$ cat src/rtl/data_mem_responder.sv
// Data-memory responder for the LSU handshake.
// Serves several independent load/store channels from one single-port RAM.
// A round-robin arbiter picks one request and latches it. The responder then
// counts out a fixed access latency and pulses that channel's ready for one cycle.
module data_mem_responder #(
  parameter int NUM_CHANNELS   = 4,
  parameter int ADDR_BITS      = 16,
  parameter int MEM_DATA_WIDTH = 8,
  parameter int DEPTH          = 256,
  parameter int LATENCY        = 2
) (
  input  logic                                   clk,
  input  logic                                   reset,
  input  logic [NUM_CHANNELS-1:0]                mem_read_valid,
  input  logic [NUM_CHANNELS*ADDR_BITS-1:0]      mem_read_address,
  output logic [NUM_CHANNELS-1:0]                mem_read_ready,
  output logic [NUM_CHANNELS*MEM_DATA_WIDTH-1:0] mem_read_data,
  input  logic [NUM_CHANNELS-1:0]                mem_write_valid,
  input  logic [NUM_CHANNELS*ADDR_BITS-1:0]      mem_write_address,
  input  logic [NUM_CHANNELS*MEM_DATA_WIDTH-1:0] mem_write_data,
  output logic [NUM_CHANNELS-1:0]                mem_write_ready,
  output logic                                   busy
);

  localparam int IDX_BITS = (DEPTH > 1) ? $clog2(DEPTH) : 1;
  localparam int CH_BITS  = (NUM_CHANNELS > 1) ? $clog2(NUM_CHANNELS) : 1;
  localparam int CNT_BITS = (LATENCY > 1) ? $clog2(LATENCY) : 1;

  typedef enum logic [1:0] {
    IDLE,
    ACCESS,
    RESPOND
  } state_t;

  state_t state, state_next;

  logic [CH_BITS-1:0]        ptr;
  logic [CH_BITS-1:0]        grant_ch;
  logic [CH_BITS-1:0]        cand;
  logic                      grant_found;
  logic [NUM_CHANNELS-1:0]   release_flags;
  logic [NUM_CHANNELS-1:0]   eligible;
  logic                      do_grant;
  logic                      do_access;

  logic [CH_BITS-1:0]        lat_ch;
  logic                      lat_write;
  logic [IDX_BITS-1:0]       lat_idx;
  logic [MEM_DATA_WIDTH-1:0] lat_wdata;
  logic [CNT_BITS-1:0]       cnt;

  logic [MEM_DATA_WIDTH-1:0] ram [DEPTH];

  // A channel competes only once the previous response has been acknowledged by dropping valid.
  assign eligible = (mem_read_valid | mem_write_valid) & ~release_flags;
  assign busy     = (state != IDLE);

  // Round-robin search: first eligible channel after the last one granted, wrapping around.
  always_comb begin
    grant_found = 1'b0;
    grant_ch    = '0;
    cand        = '0;
    for (int k = 1; k <= NUM_CHANNELS; k++) begin
      cand = CH_BITS'((int'(ptr) + k) % NUM_CHANNELS);
      if (!grant_found && eligible[cand]) begin
        grant_found = 1'b1;
        grant_ch    = cand;
      end
    end
  end

  // FSM state register.
  always_ff @(posedge clk) begin
    if (reset) state <= IDLE;
    else       state <= state_next;
  end

  // Next-state decode: grant in IDLE, perform the access when the latency count expires.
  always_comb begin
    state_next = state;
    do_grant   = 1'b0;
    do_access  = 1'b0;
    case (state)
      IDLE: begin
        if (grant_found) begin
          do_grant   = 1'b1;
          state_next = ACCESS;
        end
      end
      ACCESS: begin
        if (cnt == '0) begin
          do_access  = 1'b1;
          state_next = RESPOND;
        end
      end
      RESPOND: state_next = IDLE;
      default: state_next = IDLE;
    endcase
  end

  // Request capture, latency counter, ready pulses, load data and release bookkeeping.
  always_ff @(posedge clk) begin
    if (reset) begin
      ptr             <= CH_BITS'(NUM_CHANNELS - 1);
      cnt             <= '0;
      lat_ch          <= '0;
      lat_write       <= 1'b0;
      lat_idx         <= '0;
      lat_wdata       <= '0;
      mem_read_ready  <= '0;
      mem_write_ready <= '0;
      mem_read_data   <= '0;
      release_flags   <= '0;
    end else begin
      mem_read_ready  <= '0;
      mem_write_ready <= '0;

      for (int i = 0; i < NUM_CHANNELS; i++) begin
        if (!mem_read_valid[i] && !mem_write_valid[i]) release_flags[i] <= 1'b0;
      end

      if (do_grant) begin
        ptr       <= grant_ch;
        cnt       <= CNT_BITS'(LATENCY - 1);
        lat_ch    <= grant_ch;
        lat_write <= mem_write_valid[grant_ch];
        if (mem_write_valid[grant_ch]) begin
          lat_idx   <= mem_write_address[grant_ch*ADDR_BITS +: IDX_BITS];
          lat_wdata <= mem_write_data[grant_ch*MEM_DATA_WIDTH +: MEM_DATA_WIDTH];
        end else begin
          lat_idx   <= mem_read_address[grant_ch*ADDR_BITS +: IDX_BITS];
          lat_wdata <= '0;
        end
      end

      if (state == ACCESS && cnt != '0) cnt <= cnt - 1'b1;

      if (do_access) begin
        if (lat_write) begin
          mem_write_ready[lat_ch] <= 1'b1;
        end else begin
          mem_read_ready[lat_ch] <= 1'b1;
          mem_read_data[lat_ch*MEM_DATA_WIDTH +: MEM_DATA_WIDTH] <= ram[lat_idx];
        end
      end

      if (state == RESPOND) release_flags[lat_ch] <= 1'b1;
    end
  end

  // RAM write port; contents survive reset, and a reset edge cancels a pending store.
  always_ff @(posedge clk) begin
    if (!reset && do_access && lat_write) ram[lat_idx] <= lat_wdata;
  end

endmodule

$ cat config.mk
export PLATFORM = sky130hd
export DESIGN_NAME = data_mem_responder
export DESIGN_NICKNAME = d
export VERILOG_FILES = /design/src/rtl/data_mem_responder.sv
export SDC_FILE = /design/constraint.sdc
export NUM_CORES = 2
export LEC_CHECK = 0
export BUFFER_PORTS_ARGS = -buffer_cell sky130_fd_sc_hd__buf_2
export CAP_MARGIN = 20
export CORE_ASPECT_RATIO = 1.75
export CORE_MARGIN = 2
export CORE_UTILIZATION = 40
export DETAILED_ROUTE_END_ITERATION = 8
export GPL_TIMING_DRIVEN = 1
export SLEW_MARGIN = 20
export SYNTH_ARGS = -nofsm -noshare
export SYNTH_HDL_FRONTEND = slang
export SYNTH_SLANG_ARGS = --single-unit
export TNS_END_PERCENT = 100
$ cat constraint.sdc
create_clock -name clk -period 5.6 [get_ports clk]
set_input_delay 0.28 -clock clk [delete_from_list [all_inputs] [get_ports clk]]
set_output_delay 0.28 -clock clk [all_outputs]
set_load 0.02 [all_outputs]
==> flow_metrics.py <==
metrics = {
    "status": {
        "status": "completed",
    },
    "final_layout": {
        "synthToLayoutAreaGrowth_pct": 12.7,
        "design_area_mm2": 0.0933,
        "drive_gt1_frac": 0.240,
        "final_common_cell": "edfxtp_1",
        "nets": 4528,
        "layout_common_cells": "edfxtp_1, mux4_2, nor2_1",
    },
    "setup_path": {
        "worst-path-max-fanout": 32,
        "path_class": "reg -> reg",
        "reg2reg_to": "mem_read_data[9]",
        "cp.required_ps": 6380,
        "arrival_ps": 5430,
        "rr_worst_depth": 10,
        "reg2reg_slack_ps": 950,
        "crit_path_start_kind": "register",
        "end_kind": "register",
    },
    "timing": {
        "fin_crit_ps": 4650,
        "fin_ws_ps": 950,
        "finalCritPeriodShare": 0.830,
        "finalSetupViolCount": 0,
        "max_freq_mhz": 215,
        "relSlewSlack": 0.130,
        "final.hold.worst_slack_ps": 13.8,
        "worst_pin_slew_ps": 1300,
        "slew_violations": 0,
        "finalClockSkew_ps": 58.6,
        "final_hold_viol_count": 0,
        "rsz0062_at_grt": "no",
        "setup-tns-final_ps": 0,
    },
    "routing": {
        "dr.pass1.iters": 6,
        "drtIter0Drc": 3994,
        "route.detailed.drc": 0,
        "viasPerCell": 5.82,
        "vias": 41700,
        "drt_wl_total_mm": 225,
        "ant_nets": 0,
        "post_drt_wl_per_cell_um": 31.5,
    },
    "pwr": {
        "switchingPower_w": 0.0104,
        "seqPwrFrac": 0.488,
        "peakVddDrop_mv": 0.289,
        "p_int_w": 0.0273,
        "p_per_area_mw_per_mm2": 404,
        "fin_total_pwr_w": 0.0377,
        "clkPwrFrac": 0.326,
        "leakage_nw": 30.0,
        "power_frac_comb": 0.186,
        "p_sw_frac": 0.276,
    },
    "yosys": {
        "synth_cells": 4036,
        "synth-async-reset-ratio": 0,
        "synth_edf_count": 2048,
        "yosysSeqAreaShare": 0.761,
        "syn_area_per_cell_um2": 20.5,
        "yosysWarnings": 0,
        "synth.distinct_cells": 68,
        "synth_seq_cells": 2124,
        "syn_nets": 4214,
        "synthFlopType": "edfxtp_1",
        "syn-cell-area_mm2": 0.0828,
    },
    "clock_network": {
        "cts_tree": "done",
        "cts_buffers": 179,
        "cts_resized": 0,
        "postCtsSetupBuffers": 0,
        "h-tree-depth": 4,
        "clk_latency_ps": 830,
        "cts-root-buf": "clkbuf_16",
        "cts_sinks": 2124,
        "clkTransAtPathRegs_ps": 70,
        "clock_path_buffers": 4,
        "hold_buffers": 63,
    },
    "min_path": {
        "worstHoldStart": "mem_write_address[48]",
        "whs_path_depth": 4,
        "min_path_type": "in -> reg",
    },
    "grt": {
        "grt_max_degree": 208,
        "grt_pass1_wl_mm": 319,
        "grt_overflow_total": 0,
        "antenna_found_initial": 10,
        "grt_pass1_vias": 43200,
        "grt_use_total": 0.212,
    },
    "placed_design": {
        "pre_cts_slack_ps": 943,
        "gp_congestion": 0.844,
        "hpwl_mm": 144,
        "placed_area_mm2": 0.0871,
        "portBuffers": 146,
    },
    "floorplanning": {
        "initial_core_util": 0.401,
        "die_area_mm2": 0.211,
        "chipHeight_um": 606,
        "die-width_um": 348,
        "top_level_ports": 211,
        "core_mm2": 0.207,
        "rows": 221,
    },
    "job": {
        "maxCapViolations": 0,
    },
}
-- through the flow --
stage,instances,utilization
floorplan,4036,-
global placement,6782,0.422
detailed placement,6782,0.422
CTS,7153,0.452
global route,7155,0.452
finish,7159,0.452
-- registers in the layout (all words and copies together), names as in the netlist, 2 cells and up, named ones only --
name / flops
ram: 2048
mem_read_data: 32
lat_idx: 8
lat_wdata: 8
mem_read_ready: 4
mem_write_ready: 4
release_flags: 4
lat_ch: 2
ptr: 2
state: 2
-- cell type report --
class                   count  area [µm²]
clock buffers             220        4780
fillers                 17300      113000
flip-flops and latches   2124       63100
well taps                2676        3350
inverters                  10        37.5
repair buffers            361        2830
multi-input cells        1674       18500
diodes                      6        15.0
clock inverters            88         773
-- critical path: stages (launching register included) --
cell and delay (ps):
dfxtp_4 890, buf_4 450, buf_4 390, mux4_2 330, o21ai_0 160, nor3_1 420
nor2_1 100, o31ai_1 830, a21oi_1 190, nor3_2 560, a22o_1 240
-- worst max path at each step --
stage	start	end	slack [ps]	cells after the start
after floorplan	lat_wdata[0]	ram[0][0]	1350	0
after global placement	register	mem_read_data[9]	930	10
after detailed placement	register	mem_read_data[9]	940	10
after CTS	register	mem_read_data[9]	970	10
after global routing	release_flags[0]	register	900	12
final	register	mem_read_data[9]	950	10
-- logic make-up after synthesis --
kind of cell / after synthesis / synth area share
fa+ha+maj: 8 / 0.00121
simple gates: 626 / 0.0336
buf+inv: 238 / 0.0168
flops: 2124 / 0.761
compound gates: 394 / 0.0325
mux: 646 / 0.155
-- power groups by stage --
stage               Combinational [W]  Clock (W)  Sequential [W]
floorplan                     0.00407          0          0.0187
global placement              0.00690          0          0.0187
detailed placement            0.00695          0          0.0187
CTS                           0.00704     0.0125          0.0184
global route                  0.00726     0.0130          0.0184
finish                        0.00701     0.0123          0.0184
-- synth_stat cells, types with 13 or more instances --
master    number  share of area
nand2b_1      19         0.0014
clkbuf_1      88         0.0040
nand3_1       35         0.0021
nor2_1       322          0.015
o21ai_0       56         0.0034
a22o_1        20         0.0021
nor2b_1       22         0.0017
buf_4         30         0.0027
buf_2         57         0.0034
mux2_2        16         0.0022
a211oi_1      14         0.0013
mux4_2       483           0.13
a31oi_1       13        0.00098
buf_6         36         0.0049
a21oi_1       64         0.0039
mux2i_1      126          0.015
o22ai_1       51         0.0039
nand2_1      110         0.0050
nor3_1        38         0.0023
buf_1         14        0.00063
and2_1        21         0.0016
mux4_1        19         0.0060
dfxtp_1       76          0.018
a22oi_1       99         0.0090
edfxtp_1    2048           0.74
nor4_1        15         0.0011
-- metal layers --
metal	track usage	wire length, µm	part of all wire	vias up
met5	0	58	0.00026	-
met1	0.236	77500	0.34	22100
met4	0.122	14700	0.065	8
li1	-	-	-	17300
met3	0.0275	12400	0.055	477
met2	0.388	121000	0.54	1707
No activity file was read; power rests on OpenSTA's default activity.
